## src/rtl/bicubic_upsample_sched_if.sv

```systemverilog
`timescale 1ns/1ps
// Bundle of the requester, core and response handshakes around the bicubic scheduler.
// The master view belongs to the scheduler; the slave view is its environment.
interface bicubic_upsample_sched_if #(
    parameter int CHANNEL_WIDTH = 8,
    parameter int NREQ          = 3,
    parameter int ID_WIDTH      = 2
);
    localparam int WIN_W = 16 * CHANNEL_WIDTH;

    // Requester side: one window slice per requester
    logic [NREQ-1:0]       req_valid;
    logic [NREQ-1:0]       req_ready;
    logic [NREQ*WIN_W-1:0] req_win;

    // Shared upsample core
    logic                  core_req_valid;
    logic                  core_req_ready;
    logic [WIN_W-1:0]      core_win;
    logic                  core_rsp_valid;
    logic                  core_rsp_ready;
    logic [WIN_W-1:0]      core_rsp_data;

    // Tagged response
    logic                  rsp_valid;
    logic                  rsp_ready;
    logic [ID_WIDTH-1:0]   rsp_id;
    logic [WIN_W-1:0]      rsp_data;
    logic [15:0]           done_cnt;

    modport master (
        input  req_valid, req_win,
        output req_ready,
        output core_req_valid, core_win, core_rsp_ready,
        input  core_req_ready, core_rsp_valid, core_rsp_data,
        output rsp_valid, rsp_id, rsp_data, done_cnt,
        input  rsp_ready
    );

    modport slave (
        output req_valid, req_win,
        input  req_ready,
        input  core_req_valid, core_win, core_rsp_ready,
        output core_req_ready, core_rsp_valid, core_rsp_data,
        input  rsp_valid, rsp_id, rsp_data, done_cnt,
        output rsp_ready
    );
endinterface

```

## src/rtl/bicubic_upsample_sched.sv

```systemverilog
`timescale 1ns/1ps
// Round-robin scheduler time-sharing one bicubic 4x4 upsample core among NREQ window
// requesters; one transaction in flight, results returned tagged with the requester id.
module bicubic_upsample_sched #(
    parameter int CHANNEL_WIDTH = 8,
    parameter int NREQ          = 3,
    parameter int ID_WIDTH      = 2
) (
    input  logic                     clk,
    input  logic                     rst,
    bicubic_upsample_sched_if.master bus
);
    localparam int WIN_W = 16 * CHANNEL_WIDTH;

    typedef enum logic [1:0] {
        S_IDLE  = 2'd0,
        S_ISSUE = 2'd1,
        S_WAIT  = 2'd2,
        S_RESP  = 2'd3
    } state_t;

    state_t              state_q, state_d;
    logic [ID_WIDTH-1:0] ptr_q, id_q;
    logic [WIN_W-1:0]    win_q, res_q;
    logic [15:0]         done_q;

    logic                any_req;
    logic [ID_WIDTH-1:0] winner, ptr_next;
    logic [WIN_W-1:0]    win_sel;
    logic                grant, capture, complete;

    logic [NREQ-1:0]     req_ready;
    logic                core_req_valid, core_rsp_ready, rsp_valid;

    // Winner is the first requesting index at or above ptr_q, wrapping modulo NREQ.
    always_comb begin
        logic [ID_WIDTH-1:0] cand;
        // NOTE: every comb output gets a default before any branch so no latch is inferred.
        any_req = 1'b0;
        winner  = '0;
        cand    = '0;
        for (int off = 0; off < NREQ; off++) begin
            cand = ID_WIDTH'((int'(ptr_q) + off) % NREQ);
            if (!any_req && bus.req_valid[cand]) begin
                any_req = 1'b1;
                winner  = cand;
            end
        end
    end

    always_comb begin
        win_sel = '0;
        for (int i = 0; i < NREQ; i++) begin
            if (winner == ID_WIDTH'(i)) win_sel = bus.req_win[i*WIN_W +: WIN_W];
        end
    end

    assign ptr_next = (winner == ID_WIDTH'(NREQ - 1)) ? '0 : winner + ID_WIDTH'(1);

    assign grant    = (state_q == S_IDLE) && any_req;
    assign capture  = ((state_q == S_ISSUE) && bus.core_req_ready && bus.core_rsp_valid) ||
                      ((state_q == S_WAIT)  && bus.core_rsp_valid);
    assign complete = (state_q == S_RESP) && bus.rsp_ready;

    // State register
    always_ff @(posedge clk) begin
        // NOTE: sequential state uses non-blocking assignments so every flop samples pre-edge values.
        if (rst) state_q <= S_IDLE;
        else     state_q <= state_d;
    end

    // Next-state logic
    always_comb begin
        state_d = state_q;
        case (state_q)
            S_IDLE:  if (any_req) state_d = S_ISSUE;
            S_ISSUE: begin
                if (bus.core_req_ready) state_d = bus.core_rsp_valid ? S_RESP : S_WAIT;
            end
            S_WAIT:  if (bus.core_rsp_valid) state_d = S_RESP;
            S_RESP:  if (bus.rsp_ready) state_d = S_IDLE;
            default: state_d = S_IDLE;
        endcase
    end

    // Output logic
    always_comb begin
        req_ready      = '0;
        core_req_valid = 1'b0;
        core_rsp_ready = 1'b0;
        rsp_valid      = 1'b0;
        case (state_q)
            S_IDLE:  if (any_req) req_ready = NREQ'(1) << winner;
            S_ISSUE: begin
                core_req_valid = 1'b1;
                core_rsp_ready = 1'b1;
            end
            S_WAIT:  core_rsp_ready = 1'b1;
            S_RESP:  rsp_valid = 1'b1;
            default: ;
        endcase
    end

    // Window, id, result and completion counter
    always_ff @(posedge clk) begin
        // NOTE: the data registers are reset too, because core_win/rsp_data must read 0 out of reset.
        if (rst) begin
            ptr_q  <= '0;
            id_q   <= '0;
            win_q  <= '0;
            res_q  <= '0;
            done_q <= '0;
        end else begin
            if (grant) begin
                win_q <= win_sel;
                id_q  <= winner;
                ptr_q <= ptr_next;
            end
            if (capture)  res_q  <= bus.core_rsp_data;
            if (complete) done_q <= done_q + 16'd1;
        end
    end

    assign bus.req_ready      = req_ready;
    assign bus.core_req_valid = core_req_valid;
    assign bus.core_rsp_ready = core_rsp_ready;
    assign bus.core_win       = win_q;
    assign bus.rsp_valid      = rsp_valid;
    assign bus.rsp_id         = id_q;
    assign bus.rsp_data       = res_q;
    assign bus.done_cnt       = done_q;

    a_grant_onehot: assert property (@(posedge clk) disable iff (rst) $onehot0(req_ready));

    a_resp_hold: assert property (@(posedge clk) disable iff (rst)
        (state_q == S_RESP && !bus.rsp_ready) |=>
        (state_q == S_RESP && $stable(res_q) && $stable(id_q)));
endmodule
```

## src/flat_wrapper.sv

```systemverilog
// flat-port wrapper written by rule: the top's interface ports become plain ports
module bicubic_upsample_sched_flat 
#(
    parameter int CHANNEL_WIDTH = 8,
    parameter int NREQ          = 3,
    parameter int ID_WIDTH      = 2
)
  (clk, rst, bus_req_valid, bus_req_win, bus_req_ready, bus_core_req_valid, bus_core_win, bus_core_rsp_ready, bus_core_req_ready, bus_core_rsp_valid, bus_core_rsp_data, bus_rsp_valid, bus_rsp_id, bus_rsp_data, bus_done_cnt, bus_rsp_ready);
  bicubic_upsample_sched_if #(.CHANNEL_WIDTH(CHANNEL_WIDTH), .NREQ(NREQ), .ID_WIDTH(ID_WIDTH)) bus_i ();
  input  logic clk;
  input  logic rst;
  input wire logic [$bits(bus_i.req_valid)-1:0] bus_req_valid;
  input wire logic [$bits(bus_i.req_win)-1:0] bus_req_win;
  output wire logic [$bits(bus_i.req_ready)-1:0] bus_req_ready;
  output wire logic [$bits(bus_i.core_req_valid)-1:0] bus_core_req_valid;
  output wire logic [$bits(bus_i.core_win)-1:0] bus_core_win;
  output wire logic [$bits(bus_i.core_rsp_ready)-1:0] bus_core_rsp_ready;
  input wire logic [$bits(bus_i.core_req_ready)-1:0] bus_core_req_ready;
  input wire logic [$bits(bus_i.core_rsp_valid)-1:0] bus_core_rsp_valid;
  input wire logic [$bits(bus_i.core_rsp_data)-1:0] bus_core_rsp_data;
  output wire logic [$bits(bus_i.rsp_valid)-1:0] bus_rsp_valid;
  output wire logic [$bits(bus_i.rsp_id)-1:0] bus_rsp_id;
  output wire logic [$bits(bus_i.rsp_data)-1:0] bus_rsp_data;
  output wire logic [$bits(bus_i.done_cnt)-1:0] bus_done_cnt;
  input wire logic [$bits(bus_i.rsp_ready)-1:0] bus_rsp_ready;
  assign bus_i.req_valid = bus_req_valid;
  assign bus_i.req_win = bus_req_win;
  assign bus_req_ready = bus_i.req_ready;
  assign bus_core_req_valid = bus_i.core_req_valid;
  assign bus_core_win = bus_i.core_win;
  assign bus_core_rsp_ready = bus_i.core_rsp_ready;
  assign bus_i.core_req_ready = bus_core_req_ready;
  assign bus_i.core_rsp_valid = bus_core_rsp_valid;
  assign bus_i.core_rsp_data = bus_core_rsp_data;
  assign bus_rsp_valid = bus_i.rsp_valid;
  assign bus_rsp_id = bus_i.rsp_id;
  assign bus_rsp_data = bus_i.rsp_data;
  assign bus_done_cnt = bus_i.done_cnt;
  assign bus_i.rsp_ready = bus_rsp_ready;
  bicubic_upsample_sched #(.CHANNEL_WIDTH(CHANNEL_WIDTH), .NREQ(NREQ), .ID_WIDTH(ID_WIDTH)) u_core (.clk(clk), .rst(rst), .bus(bus_i));
endmodule
```

## config.mk

```make
export PLATFORM = sky130hd
export DESIGN_NAME = bicubic_upsample_sched_flat
export DESIGN_NICKNAME = d
export VERILOG_FILES = /design/src/rtl/bicubic_upsample_sched_if.sv /design/src/rtl/bicubic_upsample_sched.sv /design/src/flat_wrapper.sv
export SDC_FILE = /design/constraint.sdc
export NUM_CORES = 1
export LEC_CHECK = 0
export CORE_AREA = 2 2 308 310
export DETAILED_ROUTE_END_ITERATION = 16
export DIE_AREA = 0 0 310 312
export GPL_TIMING_DRIVEN = 0
export PLACE_DENSITY_LB_ADDON = 0.12
export RECOVER_POWER = 100
export SLEW_MARGIN = 10
export SYNTH_ARGS = -nofsm -noshare
export SYNTH_HDL_FRONTEND = slang
export SYNTH_SLANG_ARGS = --single-unit
export TNS_END_PERCENT = 20
```

## constraint.sdc

```tcl
create_clock -name clk -period 2.8 [get_ports clk]
set_clock_uncertainty 0.1 [all_clocks]
set_input_delay 0.42 -clock clk [delete_from_list [all_inputs] [get_ports clk]]
set_output_delay 0.42 -clock clk [all_outputs]
set_load 0.02 [all_outputs]
```

# After elaboration in Yosys (flattened, before gate mapping)
# Index checks and enable logic that the tools add are counted.
# totals
output_inout_bits	280
in_bits	520
ff_bits	278
# op_classes
n_reduce_logical	14
mux	27
magnitude_cmp	3
eq_ne	9
n_div	3
shift	1
n_addsub	4
# op_table
cell	n
two-way mux 128 bit	3
remainder unit 32 x 3 -> 32 bit (second input constant)	2
remainder unit 3 x 3 -> 32 bit (second input constant)	1
adder 16 x 1 -> 16 bit (second input constant)	1
two-way mux 2 bit	8
two-way mux 1 bit	10
< comparator 2 x 3 -> 1 bit (second input constant)	3
case mux 2 bit (4 select lines)	1
logical AND 1 bit	7
binary-select mux 1 bit (select 2 bit)	3
== test 2 bit (second input constant)	3
two-way mux 3 bit	2
inequality test 2 bit (second input constant)	3
== test 2 x 1 -> 1 bit (second input constant)	2
logical NOT 2 bit	2
AND reduction 4 bit	1
adder 2 x 1 -> 3 bit (second input constant)	1
adder 2 x 2 -> 3 bit (second input constant)	1
<< shifter 1 x 2 -> 3 bit (first input constant)	1
adder 2 x 1 -> 2 bit (second input constant)	1
logical NOT 1 bit	2
inequality test 2 x 1 -> 1 bit (second input constant)	1
OR reduction 2 bit	1
logical OR 1 bit	1

# Logic depth before layout (Yosys ltp)
# Gate-level depths: netlist of run 1.
# logic_depth
depth_word	14
mapped_depth	11
ltp_nobuf	8

# Worst setup path before layout of run 1
# Ideal clock, no wire load.
# synth_timing
kind	register to output
startpoint	register u_core.ptr_q[0]
endpoint	output bus_req_ready[0]
path_buffers	1
path_stages_with_launch	10
setup_slack_ps	181
arrival_time_ps	2099
cell_sequence	dfxtp_1 > inv_1 > ha_1 > mux2i_1 > o221a_2 > a31oi_1 > clkbuf_1 > nor2_1 > nand3b_1 > inv_1
# synth_between
elab_chain_cells	13
elab_cells_between_ends	24
# synth_rtl
element	line_no	source
from (decl)	bicubic_upsample_sched.sv:23	logic [ID_WIDTH-1:0] ptr_q, id_q;
from (signal assigned)	bicubic_upsample_sched.sv:117	ptr_q <= ptr_next;
parallel branches: the longest is 11 deep, another holds remainder unit 32 x 3 -> 32 bit	-	
two-way mux 3 bit *	bicubic_upsample_sched.sv:93	S_IDLE: if (any_req) req_ready = NREQ'(1) << winner;
two-way mux 3 bit *	bicubic_upsample_sched.sv:92	case (state_q)
to (decl)	flat_wrapper.sv:14	output wire logic [$bits(bus_i.req_ready)-1:0] bus_req_ready;
# Every way passes the cells marked *. The select of a mux whose other input is x is not followed.

# Worst setup path after layout of run 1
# layout_timing
startpoint	register u_core.ptr_q[1]
endpoint	output bus_req_ready[0]
# The elaborated chain is that of the path after synthesis.

==> impl_results.md, run 1 <==
* Routed via count divided by cell count at 3.99
* Number of port buffers at 798
* Minimum clock period at 3.06 ns
* Detailed Route WL at 78.8 mm
* Die width at 310 um
* Number of search-and-repair iterations in the first detailed-routing pass at 8
* Post-layout worst setup margin at -0.264 ns
* Number of DRC markers after the initial detailed-route iteration at 676
* Cells along the critical path: inv_4, ha_4, a22o_4, a211o_4, a31oi_4, buf_8, nor2_2, nand3b_1, inv_1, buf_6
* Number of global-route vias before repair at 14800
* Design Area, Final at 23400 um^2
* Power density of the placed cells at 849 nW/um^2
* Wire length of the first global-routing pass at 109 mm
* Leakage power of the design at 9.21 nW
* Sequential share of the synthesized area at 46.7%
* Critical Path Max Stage Delay at 0.38 ns
* Worst hold path class: in -> reg
* Worst setup path class: reg -> out
* Routability Congestion at 0.823
* Clock network latency to the later pin of the worst-skew pair at 0.58 ns
* Standard-cell row count at 112
* Max VDD drop at 0.372 mV
* Syn Nets at 1925
* Post-synthesis area per instance at 8.54 um^2
* Synth cell types at 45
* Timing startpoint of the critical path: u_core.ptr_q[1]$_SDFFE_PP0P_
* Most frequently used flop master after synthesis: dfxtp_1
* Routed length per placed instance at 22.2 um
* Outcome: finished, violations left
* Arrival time at the worst endpoint at 2.54 ns
* Slowest cell on the critical path: dfxtp_4
* Synth-to-Final Area Change at 96.4%
* Setup TNS at -0.513 ns
* Clock Sink Count at 278
* Final-report hold violation count at 0
* Sort of element at the start of the critical path: register
* Max FO, Critical Path at 5
* Reg-to-Reg Start: u_core.ptr_q[1]$_SDFFE_PP0P_
* Number of antenna violations at the first check in global routing at 33
* Total die area at 96700 um^2
* Residual DRC at 0
* Top Ports at 800
* Number of H-tree branching levels at 2
* Final period util at 109%
* Post-synth ARST share at 0%
* Failing checks: negative setup slack
* Grt ovf at 0
* Number of flip-flops and latches in the synthesized netlist at 278
* Final Max Tran Viols at 0
* Via count at 14200
* Number of buffers and inverters on the critical path at 4
* Clock transition at path regs at 0.06 ns
* Initial core utilization at 12.8%
* TritonCTS Buffers at 41
* Largest net degree at the start of global routing at 12
* Cell area after placement at 21500 um^2
* Number of nets in the final layout at 2785
* Core region area at 93000 um^2
* Worst slew margin relative to its limit at 28.2%
* Endpoint type of the worst setup path: output port
* Measured slew at the worst slew-check pin at 1.08 ns
* CTS tree: done
* Netlist area before placement at 11900 um^2
* Post-DP HPWL at 63.6 mm
* Synth Instances at 1395
* Number of max-cap violations at 0
* Largest delay contributor family on the critical path: compound AO/OA/AOI/OAI gates
* Fmax at 326 MHz
* Height of the chip at 312 um
* Bufs on Longest Clock Path at 3
* Gr usage total at 15.5%
* Setup Viol. Count Final at 3
* Required arrival time at the worst endpoint at 2.28 ns
* Clock root buffer: clkbuf_16
* RSZ-0062 raised after global routing: yes
* Syn. warnings at 0
* Fraction of layout instances using a drive strength above 1 at 8.01%
* Hold buffer count at CTS at 0
* Post-route worst hold slack at 0.282 ns
* Worst setup slack after placement at -1.62 ns
* Antenna-violating nets left at 0
* Number of synthesized flops with an enable pin at 0
* Hold Crit Start: bus_core_rsp_data[56]
==> stage by stage <==
stage / cells / util, % / total power, mW
after detailed placement: 3447 / 23.1 / 14.4
after floorplan: 1395 / - / 9.88
after CTS: 3541 / 25.0 / 20.5
after global routing: 3546 / 25.1 / 21.1
after global placement: 3447 / 23.1 / 14.3
final: 3554 / 25.1 / 19.9
==> layout make-up <==
type / count / area (um^2)
antenna: 14 / 35.0
buffer: 117 / 716
clock buffer: 63 / 1220
clock inverter: 11 / 134
fill: 10200 / 69700
inverter: 9 / 36.3
multi-input combinational: 991 / 5980
sequential: 278 / 5570
tap: 1254 / 1570
timing repair buffer: 817 / 8140
==> tightest hold or removal path, stage by stage <==
cell             delay (ns)
clkdlybuf4s50_1        0.39
nand2_1                0.05
a21oi_1                0.05
==> state kept, by name, summed over array words and instances (netlist names) <==
signal,flops
u_core.bus.rsp_id,2
u_core.bus.core_win,128
u_core.bus.rsp_data,128
u_core.bus.done_cnt,16
u_core.ptr_q,2
u_core.state_q,2
==> synthesized netlist by cell type, types with 2 or more instances <==
cell      number  area share (%)
a21oi_1      135             5.7
a221o_1       47             3.9
buf_2         35             1.5
dfxtp_1      278              47
o21a_1         3            0.19
nand2_1      364              11
buf_1          2           0.063
nand3_1        5            0.21
ha_1          10             1.1
o21ai_0       42             1.8
nand2b_1       3            0.16
mux2i_1       88             7.4
xor2_1         9            0.66
inv_1          9            0.28
a22oi_1      128             8.1
clkbuf_1      71             2.2
and2_1         5            0.26
o21ai_1       45             1.9
nor3_1         2           0.084
xnor2_1        3            0.22
buf_6          8            0.76
a211oi_1       2            0.13
or3_1          4            0.21
nand3b_1       2            0.13
and3_1         3            0.16
a31oi_1       48             2.5
nand4_1        3            0.16
nor2_1        24            0.76
==> final timing paths <==
kind	to	slack, ns	cells past startpoint
min reg2reg	u_core.bus.rsp_data[40]$_SDFFE_PP0P_	0.35	2
min	u_core.bus.rsp_data[56]$_SDFFE_PP0P_	0.28	3
max reg2reg	u_core.bus.core_win[105]$_SDFFE_PP0P_	0.08	10
max	bus_req_ready[0]	-0.26	10
==> routing by layer <==
| metal | GRT usage [%] | up-vias | wire (um) |
|---|---|---|---|
| met5 | 0 | - | 192 |
| met4 | 4.15 | 28 | 2150 |
| met3 | 6.75 | 122 | 8300 |
| met2 | 28.2 | 611 | 39600 |
| met1 | 16.1 | 6681 | 28500 |
| li1 | - | 6756 | - |
==> cells in the final DEF (no fill, tap or decap), types with 16 or more instances in the layout <==
cell type        count
clkdlybuf4s50_1    543
nand2_1            363
dfxtp_1            276
dlygate4sd3_1      252
a21oi_1            133
a22oi_1            128
mux2i_1             80
clkbuf_1            65
a221o_1             47
o21ai_1             46
a31oi_1             46
clkbuf_16           42
o21ai_0             40
buf_4               24
nor2_1              23
buf_2               18
buf_6               16
==> timing repair <==
| action | in CTS | in global routing |
|---|---|---|
| setup buffers | 20 | 3 |
| pin swaps | 8 | 3 |
| endpoints found under the hold margin | 0 | 0 |
| setup endpoints to repair | 136 | 124 |
| gates resized for setup | 93 | 46 |
| gates cloned | 0 | 0 |
==> report_power, final <==
| part | switching [mW] | internal (mW) | total [mW] |
|---|---|---|---|
| Clock | 2.14 | 3.19 | 5.33 |
| Combinational | 5.24 | 3.98 | 9.23 |
| Sequential | 0.452 | 4.86 | 5.31 |
==> cell families (layout without fill, tap and decap cells) <==
| kind of cell | count (synthesis) | in the layout | synth area share, % |
|---|---|---|---|
| other | 0 | 14 | 0 |
| AOI/OAI and AO/OA | 461 | 461 | 25.1 |
| muxes | 88 | 88 | 7.39 |
| and+or+nand+nor | 420 | 420 | 13.9 |
| adders and majority gates | 10 | 10 | 1.05 |
| DFF | 278 | 278 | 46.7 |
| buffers and inverters | 126 | 1017 | 4.87 |
| xor gates and xnor gates | 12 | 12 | 0.882 |
No activity file was read; power rests on OpenSTA's default activity.
==> run 2, diff against run 1 <==
- ABC_CLOCK_PERIOD_IN_PS: unset -> 2800
==> results of run 2 <==
The final DEF is identical to that of run 1; final timing and power are the same.
==> run 3, diff against run 2 <==
- SKIP_CTS_REPAIR_TIMING: unset -> 1
- SLEW_MARGIN: 10 -> unset
==> impl_results.md, run 3 (synthesis gave the netlist of run 1 again) <==
* Clock root buffer: clkbuf_16
* Sort of element at the start of the critical path: register
* Reg power frac at 27.0%
* Number of max-cap violations at 0
* Number of DRC markers after the initial detailed-route iteration at 720
* Routed length per placed instance at 22.1 um
* Worst setup path class: reg -> out
* Clock network latency to the later pin of the worst-skew pair at 0.58 ns
* Post-DP HPWL at 63.6 mm
* Sw Ratio at 39.5%
* Via count at 14100
* Gr usage total at 15.4%
* Clock network power share at 27.1%
* Fmax at 318 MHz
* Detailed Route WL at 78.4 mm
* Fraction of layout instances using a drive strength above 1 at 7.10%
* RSZ-0062 raised after global routing: yes
* Worst hold path class: in -> reg
* Clock transition at path regs at 0.06 ns
* Power density of the placed cells at 844 nW/um^2
* Standard-cell row count at 112
* Final Max Tran Viols at 0
* Largest net degree at the start of global routing at 12
* Required arrival time at the worst endpoint at 2.28 ns
* Timing startpoint of the critical path: u_core.ptr_q[1]$_SDFFE_PP0P_
* Routed via count divided by cell count at 3.98
* Die width at 310 um
* Leading cell types in the layout, fill and taps excluded: clkdlybuf4s50_1, nand2_1, dfxtp_1, dlygate4sd3_1, a21oi_1
* Max FO, Critical Path at 6
* Number of antenna violations at the first check in global routing at 33
* Outcome: finished, violations left
* Count of filler cells inserted in the layout at 10200
* Number of nets in the final layout at 2782
* Max VDD drop at 0.373 mV
* Design Area, Final at 23300 um^2
* Logic gate share of total power at 45.9%
* Endpoint type of the worst setup path: output port
* Antenna-violating nets left at 0
* Number of port buffers at 798
* Number of H-tree branching levels at 2
* Top Ports at 800
* Residual DRC at 0
* Synth-to-Final Area Change at 95.3%
* Bufs on Longest Clock Path at 3
* Height of the chip at 312 um
* Initial core utilization at 12.8%
* Clock Sink Count at 278
* Cell count after placement at 3447
* Leakage power of the design at 9.22 nW
* Final period util at 112%
* Post-layout worst setup margin at -0.343 ns
* Minimum clock period at 3.14 ns
* Hold Crit Start: bus_core_rsp_data[56]
* Grt ovf at 0
* Number of search-and-repair iterations in the first detailed-routing pass at 5
* Setup Viol. Count Final at 14
* P_sw at 7.76 mW
* Failing checks: negative setup slack
* Non-Filler Instances at 3548
* Cell area after placement at 21500 um^2
* Wire length of the first global-routing pass at 108 mm
* CTS tree: done
* Measured slew at the worst slew-check pin at 1.01 ns
* Routability Congestion at 0.823
* Total die area at 96700 um^2
* Reg-to-Reg Start: u_core.ptr_q[1]$_SDFFE_PP0P_
* Internal power consumption at 11.9 mW
* Commonest non-fill, non-tap cell in the layout: clkdlybuf4s50_1
* Setup TNS at -0.992 ns
* Worst slew margin relative to its limit at 33.0%
* Arrival time at the worst endpoint at 2.62 ns
* Final-report hold violation count at 0
* TritonCTS Buffers at 41
* Number of global-route vias before repair at 14700
* Core region area at 93000 um^2
[run 3: cell types whose count changed in the layout (fill, tap and decap cells not counted), sizes merged]
| cell | change |
|---|---|
| clkbuf | +1 |
| diode | -3 |
| clkdlybuf4s50 | -21 |
| buf | -4 |
| dlygate4sd3 | +21 |
[run 3: cell type report]
type                    count  area, um^2  share of cell area [%]
diodes                     11        27.5                   0.118
well taps                1254        1570                    6.74
repair buffers            814        8130                    34.9
clock buffers              63        1220                    5.24
clock inverters            11         134                   0.575
plain buffers             117         657                    2.82
multi-input cells         991        5930                    25.5
flip-flops and latches    278        5570                    24.0
inverters                   9        33.8                   0.145
[run 3: power by group through the flow]
stage | combinational (mW) | clock (mW) | sequential [mW]
3_5_place_dp | 8.95 | 0 | 5.41
6_report | 9.00 | 5.33 | 5.31
2_1_floorplan | 3.53 | 0 | 6.35
5_1_grt | 9.72 | 5.69 | 5.41
4_1_cts | 8.98 | 5.54 | 5.34
3_3_place_gp | 8.92 | 0 | 5.38
[run 3: path summary, 6_finish.rpt]
path                                                        endpoint  slack, ns  cells after the start
worst max-delay path                                bus_req_ready[0]      -0.34                     10
worst min-delay path            u_core.bus.rsp_data[56]$_SDFFE_PP0P_       0.28                      3
worst max register to register  u_core.bus.core_win[88]$_SDFFE_PP0P_      -0.04                     10
worst min register to register  u_core.bus.rsp_data[40]$_SDFFE_PP0P_       0.35                      2
[run 3: layer usage]
layer / up-vias / track usage, % / part of all wire [%]
met2: 581 / 28.0 / 50
met3: 131 / 6.75 / 10
met5: - / 0 / 0.24
met1: 6638 / 16.0 / 37
li1: 6744 / - / -
met4: 28 / 3.94 / 2.7
[run 3: metrics by stage]
stage	total power, mW	utilization, %	hold WS [ns]	worst slack (ns)
floorplan	9.88	-	0.370	0.181
global placement	14.3	23.1	0.343	-1.57
detailed placement	14.4	23.1	0.349	-1.62
CTS	19.9	24.5	0.244	-2.01
global route	20.8	25.0	0.267	-0.483
finish	19.6	25.0	0.284	-0.343
[run 3: critical path: stages (launching register included)]
cell and delay [ns]:
dfxtp_4 0.35, buf_12 0.12, ha_4 0.17, a22o_1 0.21, a211o_1 0.32, a31oi_4 0.33
buf_12 0.16, buf_12 0.09, nand3b_1 0.09, inv_1 0.08, buf_6 0.13
